### src/rtl/mod_arith_pkg.sv
// -----------------------------------------------------------------------------
// mod_arith_pkg
// Shared definitions for the modular arithmetic datapath: the add/sub opcode,
// default widths and the Dilithium modulus. The stage-1 record type depends on
// the coefficient width, so it is declared inside each module that uses it.
// -----------------------------------------------------------------------------
package mod_arith_pkg;

   // Per-transaction operation select.
   typedef enum logic {
      OP_ADD = 1'b0,
      OP_SUB = 1'b1
   } op_e;

   // Default coefficient/modulus width and sideband tag width.
   localparam int unsigned W_DEFAULT     = 23;
   localparam int unsigned TAG_W_DEFAULT = 4;

   // Dilithium prime, q = 2^23 - 2^13 + 1; fits in W_DEFAULT bits.
   localparam int unsigned Q_DILITHIUM   = 8380417;

endpackage : mod_arith_pkg

### src/rtl/mod_reduce_once.sv
// -----------------------------------------------------------------------------
// mod_reduce_once
// Purely combinational single-step correction of a raw W+1 bit add/sub result
// into the range [0, q). Shared with the butterfly datapath.
//
// Ports
//   i_raw  in  W+1  raw result: {0,a}+{0,b} for ADD, {0,a}-{0,b} for SUB
//   i_q    in  W    modulus
//   i_op   in  op_e operation that produced i_raw
//   o_c    out W    corrected result
//
// ADD: one conditional subtraction of q (valid while a,b < q, so r < 2q).
// SUB: bit W of the raw result is the borrow; when set, add q back and keep
//      the low W bits, which wraps the negative difference into range.
// -----------------------------------------------------------------------------
module mod_reduce_once
   import mod_arith_pkg::*;
#(
   parameter int unsigned W = W_DEFAULT
) (
   input  logic [W:0]   i_raw,
   input  logic [W-1:0] i_q,
   input  op_e          i_op,
   output logic [W-1:0] o_c
);

   logic [W:0]   w_q_ext;
   logic         w_ge_q;
   logic [W-1:0] w_sub_q;
   logic [W-1:0] w_add_q;

   assign w_q_ext = {1'b0, i_q};
   assign w_ge_q  = (i_raw >= w_q_ext);

   // When r >= q the true difference fits in W bits, so the low W bits of a
   // W-bit subtraction are exact; the top bit of r drops out harmlessly.
   assign w_sub_q = i_raw[W-1:0] - i_q;

   // Borrow case: r[W-1:0] is (a-b) mod 2^W; adding q mod 2^W lands on a-b+q.
   assign w_add_q = i_raw[W-1:0] + i_q;

   always_comb begin
      o_c = i_raw[W-1:0];
      case (i_op)
         OP_ADD: begin
            if (w_ge_q) begin
               o_c = w_sub_q;
            end
         end
         OP_SUB: begin
            if (i_raw[W]) begin
               o_c = w_add_q;
            end
         end
         default: o_c = i_raw[W-1:0];
      endcase
   end

endmodule : mod_reduce_once

### src/rtl/mod_addsub_pipe.sv
// -----------------------------------------------------------------------------
// mod_addsub_pipe
// Two-stage pipelined modular adder/subtractor with a valid/ready stream on
// both sides. c = (a + b) mod q or (a - b) mod q, with op, q and a sideband tag
// carried per transaction so every field may change on every input beat.
//
// Ports
//   clk_i    in  1      clock, rising edge
//   rst_i    in  1      synchronous reset, active-high
//   valid_i  in  1      input beat valid
//   ready_o  out 1      input beat can be taken this cycle
//   op_i     in  1      OP_ADD=0 / OP_SUB=1
//   a_i      in  W      operand a, expected < q_i
//   b_i      in  W      operand b, expected < q_i
//   q_i      in  W      modulus for this beat
//   tag_i    in  TAG_W  opaque tag, returned with the result
//   valid_o  out 1      result valid
//   ready_i  in  1      downstream takes the result this cycle
//   c_o      out W      result
//   tag_o    out TAG_W  tag belonging to c_o
//
// Stage 1 registers the raw W+1 bit sum/difference together with q, op and
// tag. Stage 2 registers the corrected result and drives the outputs.
// Each stage advances when it is empty or the stage after it advances, so the
// ready chain is combinational from ready_i and a full pipe keeps streaming at
// one beat per cycle. valid_o comes straight from a flop.
// -----------------------------------------------------------------------------
module mod_addsub_pipe
   import mod_arith_pkg::*;
#(
   parameter int unsigned W     = W_DEFAULT,
   parameter int unsigned TAG_W = TAG_W_DEFAULT
) (
   input  logic             clk_i,
   input  logic             rst_i,
   input  logic             valid_i,
   output logic             ready_o,
   input  logic             op_i,
   input  logic [W-1:0]     a_i,
   input  logic [W-1:0]     b_i,
   input  logic [W-1:0]     q_i,
   input  logic [TAG_W-1:0] tag_i,
   output logic             valid_o,
   input  logic             ready_i,
   output logic [W-1:0]     c_o,
   output logic [TAG_W-1:0] tag_o
);

   // Stage-1 record: raw result is one bit wider than the operands so the
   // ADD carry and the SUB borrow both survive into stage 2.
   typedef struct packed {
      logic [W:0]       raw;
      logic [W-1:0]     q;
      op_e              op;
      logic [TAG_W-1:0] tag;
   } s1_t;

   // ---------------------------------------------------------------- state
   s1_t              r_s1;
   logic             r_v1;
   logic             r_v2;
   logic [W-1:0]     r_c;
   logic [TAG_W-1:0] r_tag;

   // ---------------------------------------------------------------- wires
   op_e              w_op;
   logic [W:0]       w_a_ext;
   logic [W:0]       w_b_ext;
   logic [W:0]       w_raw;
   s1_t              w_s1_next;
   logic [W-1:0]     w_c;
   logic             w_adv1;
   logic             w_adv2;

   // ------------------------------------------------------- stage enables
   // A stage may load when it is empty or when its contents move on.
   assign w_adv2  = !r_v2 || ready_i;
   assign w_adv1  = !r_v1 || w_adv2;
   assign ready_o = w_adv1;

   // ------------------------------------------------ stage-1 arithmetic
   assign w_op    = op_e'(op_i);
   assign w_a_ext = {1'b0, a_i};
   assign w_b_ext = {1'b0, b_i};
   assign w_raw   = (w_op == OP_SUB) ? (w_a_ext - w_b_ext)
                                     : (w_a_ext + w_b_ext);

   assign w_s1_next = '{raw: w_raw, q: q_i, op: w_op, tag: tag_i};

   // ------------------------------------------------ stage-2 correction
   mod_reduce_once #(
      .W (W)
   ) u_reduce (
      .i_raw (r_s1.raw),
      .i_q   (r_s1.q),
      .i_op  (r_s1.op),
      .o_c   (w_c)
   );

   // ---------------------------------------------------------- registers
   // Payload registers only load on a valid beat so that stalled or idle
   // stages keep their contents; the output payload in particular must hold
   // steady while valid_o waits for ready_i.
   always_ff @(posedge clk_i) begin
      if (rst_i) begin
         r_v1  <= 1'b0;
         r_v2  <= 1'b0;
         r_s1  <= '0;
         r_c   <= '0;
         r_tag <= '0;
      end else begin
         if (w_adv1) begin
            r_v1 <= valid_i;
            if (valid_i) begin
               r_s1 <= w_s1_next;
            end
         end
         if (w_adv2) begin
            r_v2 <= r_v1;
            if (r_v1) begin
               r_c   <= w_c;
               r_tag <= r_s1.tag;
            end
         end
      end
   end

   // ------------------------------------------------------------ outputs
   assign valid_o = r_v2;
   assign c_o     = r_c;
   assign tag_o   = r_tag;

endmodule : mod_addsub_pipe

### config.mk
export PLATFORM = sky130hd
export DESIGN_NAME = mod_addsub_pipe
export DESIGN_NICKNAME = d
export VERILOG_FILES = /design/src/rtl/mod_arith_pkg.sv /design/src/rtl/mod_reduce_once.sv /design/src/rtl/mod_addsub_pipe.sv
export SDC_FILE = /design/constraint.sdc
export NUM_CORES = 1
export LEC_CHECK = 0
export BUFFER_PORTS_ARGS = -buffer_cell sky130_fd_sc_hd__buf_2
export CAP_MARGIN = 30
export CORE_ASPECT_RATIO = 1.4
export CORE_UTILIZATION = 55
export DETAILED_ROUTE_END_ITERATION = 10
export PLACE_DENSITY = 0.77
export REMOVE_ABC_BUFFERS = 1
export SLEW_MARGIN = 15
export SYNTH_ARGS = -nofsm -noshare
export SYNTH_HDL_FRONTEND = slang
export SYNTH_SLANG_ARGS = --single-unit
### constraint.sdc
create_clock -name clk_i -period 10.5 [get_ports clk_i]
set_input_delay 2.625 -clock clk_i [delete_from_list [all_inputs] [get_ports clk_i]]
set_output_delay 2.625 -clock clk_i [all_outputs]
set_load 0.02 [all_outputs]
* Word-level counts from Yosys, hierarchy flattened *
Cells that the tools add are included.

storage, ports and cells
  register bits after elaboration = 81
  latch bits = 0
  bits in writable memories = 0
  ROM bits = 0
  input bits = 78
  word-level logic and storage cells = 24
  memories = 0

cells by class
  $add $sub $neg = 4
  multipliers = 0
  div/mod/pow operators = 0
  order comparisons = 1
  equality and inequality tests = 0
  shift-type cells = 0
  multiplexer cells = 4
  bitwise operators = 1
  reductions and logical operators = 6

operators by type and width
  cell                                 count
  2-to-1 mux 23 bit                    2
  one-hot mux 23 bit (2 select lines)  1
  adder 23 x 23 -> 24 bit              1
  >= comparator 24 x 23 -> 1 bit       1
  2-to-1 mux 24 bit                    1
  subtractor 23 x 23 -> 24 bit         1
  adder 23 bit                         1
  subtractor 23 bit                    1
  AND reduction 2 bit                  2
  logical NOT 1 bit                    2
  logical OR 1 bit                     2
  NOT 1 bit                            1

* Logic depth before layout (Yosys ltp) *
Gate-level depths: netlist of run 1.

  depth in word-level cells = 4
  mapped depth = 18
  depth with buffers taken out = 18

* Modules after synthesis *
A second synthesis of run 1 with hierarchy kept.

second synthesis, totals
  cell total of the unflattened synthesis = 1060
  area total of the unflattened synthesis = 7657.3 µm²

modules (own cells, without submodules)
  module           times used  cells each  area an instance (µm²)
  mod_addsub_pipe  1           604         4579.4
  mod_reduce_once  1           456         3078.0

* Worst setup path after synthesis of run 1 *
Ideal clock, no wire load.

  kind = in2reg
  from = in b_i[4]
  to = reg r_s1[50] (netlist name)
  library setup time = 58 ps
  data arrival time = 5867 ps
  setup slack = 4576 ps
  cell stages on the path = 18
  cell sequence = nor3_1 -> nand2_1 -> or3_1 -> nor4_1 -> and2_1 -> nor2b_1 -> nor2_1 -> xnor2_1 -> ha_1 -> a21o_1 -> a21o_1 -> a21o_1 -> a21oi_1 -> nor2b_1 -> a311oi_1 -> o21ai_1 -> nor4b_1 -> a211o_1

between the ends
  word-level cells in the longest chain between the ends = 2
  elaborated cells on any way between the ends = 3
  those cells by class = 2 x add/sub; 1 x mux

ends and longest elaborated chain
  what                                                                            line                                          source
  from (decl)                                                                     mod_addsub_pipe.sv:40                         input logic [W-1:0] b_i,
  adder 23 x 23 -> 24 bit / subtractor 23 x 23 -> 24 bit (equally long branches)  mod_addsub_pipe.sv:86, mod_addsub_pipe.sv:85
  2-to-1 mux 24 bit (*)                                                           mod_addsub_pipe.sv:85                         assign w_raw = (w_op == OP_SUB) ? (w_a_ext - w_b_ext)
  to (signal assigned)                                                            mod_addsub_pipe.sv:115                        r_s1 <= w_s1_next;
  to (decl)                                                                       mod_addsub_pipe.sv:59                         s1_t r_s1;

Mark *: on every way between the ends. The rest lies on a longest branch, timed or not.
A chain may end at the register's enable or synchronous reset.

* Final worst setup path of run 1 *
Ends and elaborated chain as after synthesis.

==> results of run 1 <==
-- routing by layer --
metal | vias up | global-route usage, % | part of all wire (%)
met3 | 46 | 3.40 | 4.6
met5 | - | 0 | 0
met2 | 191 | 48.0 | 49
li1 | 3611 | - | -
met1 | 3173 | 33.3 | 43
met4 | 0 | 11.4 | 3.1
-- sequential cells by signal, summed over array words and instances (netlist names) --
register / cells
r_v1: 1
r_s1: 52
valid_o: 1
tag_o: 4
c_o: 23
-- logic make-up (layout without fill, tap and decap cells) --
group / count (synthesis) / after routing
compound gates: 307 / 307
xor+xnor: 62 / 62
fa+ha+maj: 73 / 73
mux: 5 / 5
buf+inv: 108 / 188
flops: 81 / 81
simple gates: 343 / 343
-- critical path: stages --
cell      delay (ns)
buf_2           0.11
nor3_1          0.32
nand2_1         0.11
or3_1           0.38
nor4_1          0.26
and2_1          0.25
nor2b_1         0.14
nor2_1          0.06
xnor2_1         0.14
ha_1            0.34
a21o_1          0.18
a21o_1          0.17
a21o_1          0.18
a21oi_1         0.15
nor2b_1         0.06
a311oi_1        0.35
o21ai_1         0.15
nor4b_1         0.26
a211o_1         0.14
-- layout by cell type, fill, tap and decap left out, types with 4 or more instances in the layout --
cell	n
nand2_1	147
a21oi_1	131
o21ai_0	24
o211ai_1	20
nand3_1	10
a21o_1	12
ha_1	70
and2_1	4
a211o_1	5
a211oi_1	12
buf_2	106
nand4_1	4
a31oi_1	9
xor2_1	10
clkbuf_16	9
o21bai_1	10
nor3b_1	4
or3_1	6
o21a_1	12
nor4_1	7
mux2i_1	4
a221oi_2	6
xnor2_1	52
o21ai_1	15
buf_4	7
o31a_1	5
nor2b_1	11
and3_1	10
nor3_1	22
nand2b_1	11
o31ai_1	6
clkinvlp_4	4
dfxtp_1	81
nor2_1	84
inv_1	57
-- final cells by class --
class	count	area, µm²
Timing Repair Buffer	114	603
Clock buffer	10	229
Multi-Input combinational cell	790	5150
Clock inverter	6	50.0
Fill cell	1257	4750
Tap cell	153	191
Inverter	58	218
Sequential cell	81	1620
-- metrics by stage --
| step | hold WS [ns] | cells | cell area (µm²) | util (%) |
|---|---|---|---|---|
| after detailed placement | 0.442 | 1195 | 7760 | 60.6 |
| after floorplan | 0.426 | 929 | 6980 | - |
| after global routing | 0.463 | 1212 | 8060 | 62.9 |
| final | 0.447 | 1212 | 8060 | 62.9 |
| after CTS | 0.449 | 1211 | 8040 | 62.8 |
| after global placement | 0.439 | 1195 | 7760 | 60.6 |
-- how the worst max path moves through the flow --
stage | to | slack (ns)
after floorplan | r_s1[50]$_SDFFE_PP0P_ | 4.59
after global placement | r_s1[50]$_SDFFE_PP0P_ | 4.13
after detailed placement | r_s1[50]$_SDFFE_PP0P_ | 4.04
after CTS | r_s1[50]$_SDFFE_PP0P_ | 4.40
after global routing | r_s1[50]$_SDFFE_PP0P_ | 3.98
final | r_s1[50]$_SDFFE_PP0P_ | 4.42
-- power by group --
group / total (mW) / internal [mW] / switching (mW)
combinational: 0.546 / 0.224 / 0.321
clock: 0.300 / 0.163 / 0.137
sequential: 0.364 / 0.336 / 0.0279
==> impl_results.md, run 1 <==
* Layout cells sized above 1 at between 10% and 20%
* XOR/XNOR share of the synthesized area at ~7.5%
* Area Growth Syn to Fin at 11.6%
* DIE HEIGHT at around 140 µm
* Final Hold Fails at 0
* Worst setup path startpoint: b_i[4]
* Critical path class: input pin to flop
* Min cycle time layout at 6.08 ns
* First-pass GRT wire length at approximately 30000 µm
* HP Class: flop to flop
* Die Span X at approximately 100 µm
* CP required at 10.80 ns
* Post-CTS Resized at 0
* Setup violations, final at 0
* Pwr Density at between 150 and 200 nW/µm²
* Leakage Power at roughly 3.5 nW
* TritonCTS clock tree: done
* Drt wl/cell at roughly 15 µm
* Ys async rst share at 0%
* Global placer's final weighted congestion at 0.926
* Status: finished clean
* Drt pass-1 iters at 5
* Vias at between 7000 and 8000
* Worst reg2reg path depth at 12
* Post-synth EDFFs at 0
* Hold depth at 2
* Detail Placement HPWL at approximately 14000 µm
* Final Cycle Share at between 50% and 60%
* Maxcap violations at 0
* Top cells by instance count after synthesis: 147 x nand2_1, 131 x a21oi_1, 84 x nor2_1
* Post-Syn Instances at between 900 and 1000
* Largest family of logic cells by synthesized area: compound AO/OA/AOI/OAI gates
* Syn_area_per_cell at about 7.4 µm²
* Bufs on Longest Clock Path at 2
* Hold buffers post-CTS at 0
* CTS Buf Count at 9
* Most numerous cell in the Yosys netlist: nand2_1
* Skew final at between 0.01 and 0.015 ns
* Die Area at about 14000 µm²
* Mux cell area share after synthesis at less than 1%
* Synth unique cells at 83
* Mapped Area at about 7200 µm²
* Diodes inserted at 0
* Starting density of the core at a little under three fifths
* Worst-Skew Late Latency at 0.35 ns
* Worst-Margin Slew at just under 0.9 ns
* Synth Area in Compound Gates at 28.0%
* Reg2reg end: c_o[9]$_SDFFE_PP0P_
* Maximum vdd drop at 0.0693 mV
* Critical path startpoint category: input pin
* # nets final at roughly 1200
* Adder-Cell Fraction of Synth Area at roughly an eighth
* Core box area at roughly 13000 µm²
* Post-synth top area cell: dfxtp_1
* RSZ-0062 raised after global routing: false
* Area contributors post-synth: dfxtp_1 22%, ha_1 12%, a21oi_1 9.1%
* Initial antenna violation count at 0
* CTS Root Cell: clkbuf_16
* Worst R2R Setup Slack at roughly 7.0 ns
* Buffers on Ports at around 110
* Via/cell ratio at 5.79
* Vias in the first global route at ~6300
* Largest net degree at the start of global routing at roughly 80
* Synth warn at 0
* Grt ovf at 0
* Clock Pin Slew Worst Setup and Hold Paths at 0.06 ns
* #FFs+latches synth at 81
* Final ANT Viol Nets at 0
* Synth top area share at approximately 22%
* Final Max Slew Viols at 0
* Iter 0 DRT Violations at ~450
* Element type at the critical path end: flop
* Htree depth at 3
* Worst R2R Start: r_s1[28]$_SDFFE_PP0P_
* Drt drc at 0
* WHS Endpoint: c_o[13]$_SDFFE_PP0P_
* Pre-CTS setup slack at around 4 ns
* Simple-gate share of the synthesized area at between 20% and 30%
* Drt total wl at approximately 18000 µm
* Global Route Usage Sum at 27.2%
* Ports at around 110
* Post-CTS Setup Bufs at 0
* Total Power at 1.21 mW
* Seq/Total Area, Yosys at 22.4%
* Relative slew slack at roughly two fifths
* Largest fanout on the critical path at 6
* Crit path arrival time at about 6.4 ns
* CTS sink cnt at 81
* Num rows at between 40 and 50
* Max Freq at ~160 MHz
* Min-delay src: c_o[13]$_SDFFE_PP0P_
* PnR worst setup slack at between 4 and 5 ns
* Setup tns final at 0 ns
* Primary FF master, synth: dfxtp_1
(Power assumes the default switching activity.)
==> run 2: changes to the inputs <==
--- a/config.mk
+++ b/config.mk
@@ -5,12 +5,13 @@
 export SDC_FILE = /design/constraint.sdc
 export NUM_CORES = 1
 export LEC_CHECK = 0
+export ABC_AREA = 1
 export BUFFER_PORTS_ARGS = -buffer_cell sky130_fd_sc_hd__buf_2
 export CAP_MARGIN = 30
 export CORE_ASPECT_RATIO = 1.4
-export CORE_UTILIZATION = 55
+export CORE_UTILIZATION = 54
 export DETAILED_ROUTE_END_ITERATION = 10
-export PLACE_DENSITY = 0.77
+export PLACE_DENSITY = 0.78
 export REMOVE_ABC_BUFFERS = 1
 export SLEW_MARGIN = 15
 export SYNTH_ARGS = -nofsm -noshare
==> constraint.sdc (replaced) <==
create_clock -name clk_i -period 4.9 [get_ports clk_i]
set_input_delay 1.225 -clock clk_i [delete_from_list [all_inputs] [get_ports clk_i]]
set_output_delay 1.225 -clock clk_i [all_outputs]
set_load 0.02 [all_outputs]
==> run 2 against run 1 <==
Effect of this change: utilization shrank 2.0 points; via count grew 38%; wire length grew 55%; sequential power grew 110%; synthesized cell count grew 51%; critical path depth shrank 2; power grew 130%; register-to-register slack lost 5.2 ns; largest cell class unchanged.
==> impl_results.md, run 2 <==
* Status: finished clean
* Synth unique cells at 39 (-53%)
* Starting density of the core at 55.2% (-1.2 points)
* Mux cell area share after synthesis at 0% (-0.71 points)
* Pwr Density at 297 nW/µm² (+98%)
* Maximum vdd drop at 0.173 mV (+150%)
* Worst path slowest cell: nor4_1
* Worst-Margin Slew at 0.769 ns (-0.110 ns)
* Adder-Cell Fraction of Synth Area at 10.9% (-2.1 points)
* First-pass GRT wire length at 44700 µm (+50%)
* Iter 0 DRT Violations at 612 (+38%)
* Simple-gate share of the synthesized area at 34.9% (+13 points)
* WP buf/inv at 4 (+3)
* Worst reg2reg path depth at 16 (+4)
* Crit path cell chain: buf_2, nor2_1, inv_1, nor4_1, nand2_1, o21ai_0, xor2_1, ha_1, nand2_1, inv_1, nand2_1, nor3_1, nand4_1, nand4_1, nand3_1, nand2_1, inv_1
* Drt total wl at 28500 µm (+55%)
* Critical path startpoint category: input pin
* Most frequent cells in the layout: 366 x nand2_1, 231 x inv_1, 175 x nor2_1
* Mapped Area at 8610 µm² (+19%)
* Vias in the first global route at 9233 (+47%)
* Final ANT Viol Nets at 0 (unchanged)
* DIE HEIGHT at 151 µm (+10%)
* Final Hold Fails at 0 (unchanged)
* Largest fanout on the critical path at 6 (unchanged)
* # nets final at 1709 (+42%)
* Max Freq at 236 MHz
* Post-CTS Resized at 0 (unchanged)
* Primary FF master, synth: dfxtp_1
* Top cells by instance count after synthesis: 367 x nand2_1, 231 x inv_1, 175 x nor2_1
* #FFs+latches synth at 81 (unchanged)
* Hold depth at 2 (unchanged)
* Largest register FFs at 52 (unchanged)
* Clock Pin Slew Worst Setup and Hold Paths at 0.07 ns (about the same)
* Synth Area in Compound Gates at 17.8% (-10 points)
* Most common cell after layout, fill and taps aside: nand2_1
* Maxcap violations at 0 (unchanged)
* Layout cells sized above 1 at 10.3% (-4.4 points)
* Diodes inserted at 0 (unchanged)
* Leakage Power at 5.18 nW (+48%)
* Largest family of logic cells by synthesized area: simple AND/OR/NAND/NOR gates
* Top reg by flops: r_s1
* Grt ovf at 0 (unchanged)
* Setup tns final at 0 ns (unchanged)
* Area contributors post-synth: dfxtp_1 19%, nand2_1 16%, ha_1 10%
* XOR/XNOR share of the synthesized area at 4.47% (-3.0 points)
* Vias at 9670 (+38%)
* Final Cycle Share at between 80% and 90%
* CP peak stage delay at 0.60 ns (+0.22 ns)
* Htree depth at 3 (unchanged)
* CTS Root Cell: clkbuf_16
* Syn_area_per_cell at 5.82 µm² (-21%)
* Non-Filler Cell Area, Final at 9500 µm² (+18%)
* Critical path class: input pin to flop
* Synth top area share at 18.8% (-3.6 points)
* Detail Placement HPWL at 22500 µm (+62%)
* Relative slew slack at 48.7% (+7.5 points)
* Via/cell ratio at 5.50 (-5.1%)
* Final Max Slew Viols at 0 (unchanged)
* Buffers on Ports at 106 (unchanged)
* RSZ-0062 raised after global routing: false
* Drt drc at 0 (unchanged)
* Placed Cells incl. Taps at 1743 (+46%)
* Die Span X at 109 µm (+10%)
* Ys async rst share at 0% (unchanged)
* PnR worst setup slack at 0.664 ns (-3.76 ns)
* Post-CTS Setup Bufs at 0 (unchanged)
* Worst-Skew Late Latency at 0.35 ns (about the same)
* Synth warn at 0 (unchanged)
* Skew final at 0.0102 ns (-0.00137 ns)
* Min-delay src: r_s1[27]$_SDFFE_PP0P_
* Initial antenna violation count at 0 (unchanged)
* Post-synth EDFFs at 0 (unchanged)
* Die Area at 16500 µm² (+21%)
* Post-Syn Instances at 1479 (+51%)
* Num rows at 54 (+10%)
* Post-DP Area at 9230 µm² (+19%)
* Core box area at 15600 µm² (+22%)
* Bufs on Longest Clock Path at 2 (unchanged)
* Hold buffers post-CTS at 0 (unchanged)
* Util after Layout at 60.9% (-2.0 points)
* Setup violations, final at 0 (unchanged)
* Most frequent CP cell: nand2_1
* CTS sink cnt at 81 (unchanged)
* CP required at 5.15 ns (-5.65 ns)
* Largest delay share family, worst path: simple AND/OR/NAND/NOR gates
* Worst R2R Setup Slack at 1.81 ns (-5.19 ns)
* Ports at 107 (unchanged)
* TritonCTS clock tree: done
* Seq/Total Area, Yosys at 18.8% (-3.6 points)
* Reg2reg end: c_o[14]$_SDFFE_PP0P_
* Area Growth Syn to Fin at 10.4%
* Global Route Usage Sum at 35.8% (+8.6 points)
* Largest net degree at the start of global routing at 80 (-2.4%)
* Worst R2R Start: r_s1[28]$_SDFFE_PP0P_
* WHS Endpoint: r_s1[27]$_SDFFE_PP0P_
* Global placer's final weighted congestion at 1.02 (+9.6%)
* Hold Slack at 0.468 ns (+0.0208 ns)
* Post-synth top area cell: dfxtp_1
* Cell Count, Final, Fillers Out at 1759 (+45%)
* Pre-CTS setup slack at 0.353 ns (-3.68 ns)
* Element type at the critical path end: flop
* Drt pass-1 iters at 5 (unchanged)
* CTS Buf Count at 9 (unchanged)
* HP Class: flop to flop
* Crit path arrival time at 4.49 ns (-1.88 ns)
* Min cycle time layout at ~4.2 ns
* Drt wl/cell at 16.2 µm (+6.6%)
* Most numerous cell in the Yosys netlist: nand2_1
* Total Power at 2.83 mW (+130%)
run 2: changes by cell type after synthesis, sizes merged, moves of 14 or more:
cell / previous run / this run
a21oi: 132 / 148
nand4: 5 / 20
nand3: 10 / 106
inv: 58 / 231
o21ai: 39 / 100
a211oi: 15 / 1
xnor2: 52 / 12
nand2: 148 / 379
nor2: 85 / 181
xor2: 10 / 32
run 2: worst register-to-register path, stage by stage, from the launching register on:
cell and delay [ns]:
dfxtp_1 0.39, inv_1 0.07, ha_1 0.23, fa_1 0.42, inv_1 0.14, nand3_1 0.10, nand2_2 0.14, nand2_1 0.08
nand2_2 0.14, nand2_2 0.08, nand4_4 0.33, buf_4 0.38, nand3_1 0.19, nand2_1 0.10, nor2_1 0.04, nor2_1 0.13
nor2_1 0.05
run 2: layout make-up:
type | instances | area, µm²
Fill cell | 1617 | 6100
Multi-Input combinational cell | 1115 | 5870
Sequential cell | 81 | 1620
Inverter | 234 | 878
Timing Repair Buffer | 117 | 613
Tap cell | 196 | 245
Clock buffer | 10 | 229
Clock inverter | 6 | 48.8
run 2: cell families (layout without fill, tap and decap cells):
kind of cell | after synthesis | after routing
adders and majority gates | 73 | 73
and+or+nand+nor | 714 | 714
xor gates and xnor gates | 44 | 44
buffers and inverters | 283 | 367
AOI/OAI and AO/OA | 284 | 284
DFF | 81 | 81
run 2: how the worst max path moves through the flow:
stage               slack (ns)                    end    start  cells past startpoint
floorplan                 0.81  r_s1[39]$_SDFFE_PP0P_  ready_i                      6
global placement          0.39  r_s1[48]$_SDFFE_PP0P_   b_i[5]                     17
detailed placement        0.35  r_s1[48]$_SDFFE_PP0P_   b_i[5]                     17
CTS                       0.70  r_s1[48]$_SDFFE_PP0P_   b_i[5]                     17
global route              0.36  r_s1[48]$_SDFFE_PP0P_   b_i[5]                     17
finish                    0.66  r_s1[48]$_SDFFE_PP0P_   b_i[5]                     17
run 2: report_power, final:
part | internal, mW | switching (mW)
Combinational | 0.461 | 0.931
Sequential | 0.719 | 0.0516
Clock | 0.350 | 0.315
Total | 1.53 | 1.30
run 2: per-layer routing:
layer  wire, µm  GRT usage (%)
met5          0              0
met1      11200           39.4
met4       1770           22.6
met2      14000           64.2
met3       1580           4.73
==> run 3: changes to the inputs <==
--- a/config.mk
+++ b/config.mk
@@ -5,11 +5,10 @@
 export SDC_FILE = /design/constraint.sdc
 export NUM_CORES = 1
 export LEC_CHECK = 0
-export ABC_AREA = 1
 export BUFFER_PORTS_ARGS = -buffer_cell sky130_fd_sc_hd__buf_2
 export CAP_MARGIN = 30
 export CORE_ASPECT_RATIO = 1.4
-export CORE_UTILIZATION = 54
+export CORE_UTILIZATION = 53
 export DETAILED_ROUTE_END_ITERATION = 10
 export PLACE_DENSITY = 0.78
 export REMOVE_ABC_BUFFERS = 1
==> run 3 against run 2 <==
Effect of this change: sequential power up 1%; clock skew hardly changed; power down 5.5%; sequential cell count did not move; wire length is 36% lower; critical path depth increased by 2; critical path type unchanged; critical endpoint is now r_s1[50]$_SDFFE_PP0P_.
==> impl_results.md, run 3 (synthesized netlist as in run 1, its figures left out) <==
* Status: finished clean
* Layout cells sized above 1 at 15.9% (+5.6 points)
* Iter 0 DRT Violations at 293 (-52%)
* Global Route met2 Usage at 47.3% (-17 points)
* CP peak stage delay at 0.37 ns (-0.23 ns)
* Pwr Density at 325 nW/µm² (+9.2%)
* Fillers at 1254 (-22%)
* Worst path depth at 19 (+2)
* Global placer's final weighted congestion at 0.957 (-5.8%)
* Worst R2R Setup Slack at 1.49 ns (-0.32 ns)
* Min cycle time layout at 4.41 ns (+0.175 ns)
* CP required at 5.20 ns (+0.05 ns)
* Worst reg2reg path depth at 12 (-4)
* HP Class: flop to flop
* Grt ovf at 0 (unchanged)
* First-pass GRT wire length at 30300 µm (-32%)
* Area Growth Syn to Fin at 13.8%
* Vias at 7033 (-27%)
* Bufs on Longest Clock Path at 2 (unchanged)
* RSZ-0062 raised after global routing: false
* Num rows at 50 (-7.4%)
* Largest net degree at the start of global routing at 63 (-21%)
* Setup crit end: r_s1[50]$_SDFFE_PP0P_
* Die Area at 14100 µm² (-14%)
* CTS Buf Count at 9 (unchanged)
* Maxcap violations at 0 (unchanged)
* Diodes inserted at 0 (unchanged)
* Leakage Power at 3.58 nW (-31%)
* Core box area at 13300 µm² (-15%)
* Reg2reg end: c_o[21]$_SDFFE_PP0P_
* DIE HEIGHT at 140 µm (-7.5%)
* Critical path startpoint category: input pin
* Min-delay src: c_o[13]$_SDFFE_PP0P_
* Worst path slowest cell: or3_1
* Crit path arrival time at 4.71 ns (+0.22 ns)
* Htree depth at 3 (unchanged)
* Met3 Use GR at 3.09% (-1.6 points)
* Die Span X at 101 µm (-7.4%)
* Largest register FFs at 52 (unchanged)
* Final ANT Viol Nets at 0 (unchanged)
* Most common cell after layout, fill and taps aside: nand2_1
* Top reg by flops: r_s1
* Vias in the first global route at 6507 (-30%)
* Drt wl/cell at 14.5 µm (-10%)
* TritonCTS clock tree: done
* Cell Count, Final, Fillers Out at 1253 (-29%)
* Crit path cell chain: buf_2, nor3_2, nand2_1, or3_1, nor4_1, and2_1, nor2b_1, nor2_1, xnor2_1, ha_1, a21o_1, a21o_1, a21o_1, a21oi_1, nor2b_1, a311oi_1, o21ai_1, nor4b_1, a211o_1
* Most frequent cells in the layout: 147 x nand2_1, 131 x a21oi_1, 106 x buf_2
* Worst R2R Start: r_s1[28]$_SDFFE_PP0P_
* Element type at the critical path end: flop
* Skew final at 0.0106 ns (+0.000393 ns)
* Worst setup path startpoint: b_i[4]
* Drt total wl at 18200 µm (-36%)
* Worst-Margin Slew at 0.932 ns (+0.163 ns)
* Via/cell ratio at 5.61 (+2.1%)
* Largest fanout on the critical path at 4 (-2)
* Final Hold Fails at 0 (unchanged)
* Buffers on Ports at 106 (unchanged)
* Placed Cells incl. Taps at 1236 (-29%)
* Hold buffers post-CTS at 0 (unchanged)
* CTS sink cnt at 81 (unchanged)
* Drt drc at 0 (unchanged)
* Initial antenna violation count at 0 (unchanged)
* Critical path class: input pin to flop
* Drt pass-1 iters at 5 (unchanged)
* GRT busiest layer: met2
* Final Cycle Share at 90.0% (+3.6 points)
* Relative slew slack at 37.8% (-11 points)
* Worst-Skew Late Latency at 0.35 ns (about the same)
* Global Route Usage Sum at 26.6% (-9.3 points)
* # nets final at 1217 (-29%)
* Largest delay share family, worst path: simple AND/OR/NAND/NOR gates
* Ports at 107 (unchanged)
* Maximum vdd drop at 0.194 mV (+12%)
* Clock Pin Slew Worst Setup and Hold Paths at 0.07 ns (about the same)
* WP buf/inv at 1 (-3)
* Detail Placement HPWL at 14200 µm (-37%)
* FF+latch area at 1620 µm² (unchanged)
* Most frequent CP cell: a21o_1
* Met1 usage at 32.6% (-6.7 points)
* Setup violations, final at 0 (unchanged)
* Multi-input gate area at 5150 µm² (-12%)
* Final Max Slew Viols at 0 (unchanged)
* Total Power at 2.67 mW (-5.5%)
* Setup tns final at 0 ns (unchanged)
* Max Freq at 227 MHz (-4.0%)
* Starting density of the core at 54.2% (-0.96 points)
* CTS Root Cell: clkbuf_16
## run 3: cell types whose count changed in the layout (fill, tap and decap cells not counted), sizes merged, moves of 12 or more
| cell | delta |
|---|---|
| xor2 | -22 |
| nand3 | -96 |
| nor3 | +12 |
| o21a | +12 |
| a211oi | +14 |
| nor2 | -96 |
| nand2 | -231 |
| inv | -174 |
| o21ai | -61 |
| xnor2 | +40 |
| o211ai | +12 |
| nand4 | -15 |
| nor2b | +12 |
| a21oi | -16 |
## run 3: worst min-delay path by stage
stage                                 end  slack [ns]  cells past startpoint
floorplan           tag_o[0]$_SDFFE_PP0P_        0.43                      2
global placement    tag_o[0]$_SDFFE_PP0P_        0.44                      2
detailed placement   c_o[13]$_SDFFE_PP0P_        0.44                      2
CTS                  c_o[13]$_SDFFE_PP0P_        0.45                      2
global route          c_o[6]$_SDFFE_PP0P_        0.46                      2
finish               c_o[13]$_SDFFE_PP0P_        0.45                      2
## run 3: timing repair
item                                    CTS  global route
endpoints found under the setup margin    0             2
buffers inserted                          0             0
resized for setup                         0             1
## run 3: layout make-up
type                    instances  share of cell area (%)
clock buffers                  10                    2.91
clock inverters                 6                   0.898
inverters                      58                    2.65
multi-input cells             790                    62.7
flip-flops and latches         81                    19.7
well taps                     182                    2.77
repair buffers                126                    8.37
## run 3: tightest hold or removal path, stage by stage (launching register included)
cell     delay [ns]
dfxtp_1        0.30
nand2_1        0.05
a21oi_1        0.05
## run 3: stage by stage
stage / setup slack (ns) / area [µm²] / hold slack (ns) / util [%]
2_1_floorplan: 0.385 / 6980 / 0.426 / -
3_5_place_dp: 0.0440 / 7890 / 0.441 / 59.2
5_1_grt: 0.0667 / 8220 / 0.464 / 61.7
3_3_place_gp: 0.116 / 7890 / 0.439 / 59.2
6_report: 0.489 / 8220 / 0.447 / 61.7
4_1_cts: 0.387 / 8200 / 0.449 / 61.5
## run 3: where the power goes
| group | internal (mW) | total, mW | switching (mW) |
|---|---|---|---|
| registers | 0.720 | 0.779 | 0.0588 |
| clock network | 0.415 | 0.714 | 0.299 |
| logic | 0.493 | 1.18 | 0.685 |
| total | 1.63 | 2.67 | 1.04 |
## run 3: per-layer routing
metal / wire length (µm) / part of all wire, %
met4: 398 / 2.2
met5: 0 / 0
met1: 7800 / 43
met2: 9100 / 50
met3: 881 / 4.8
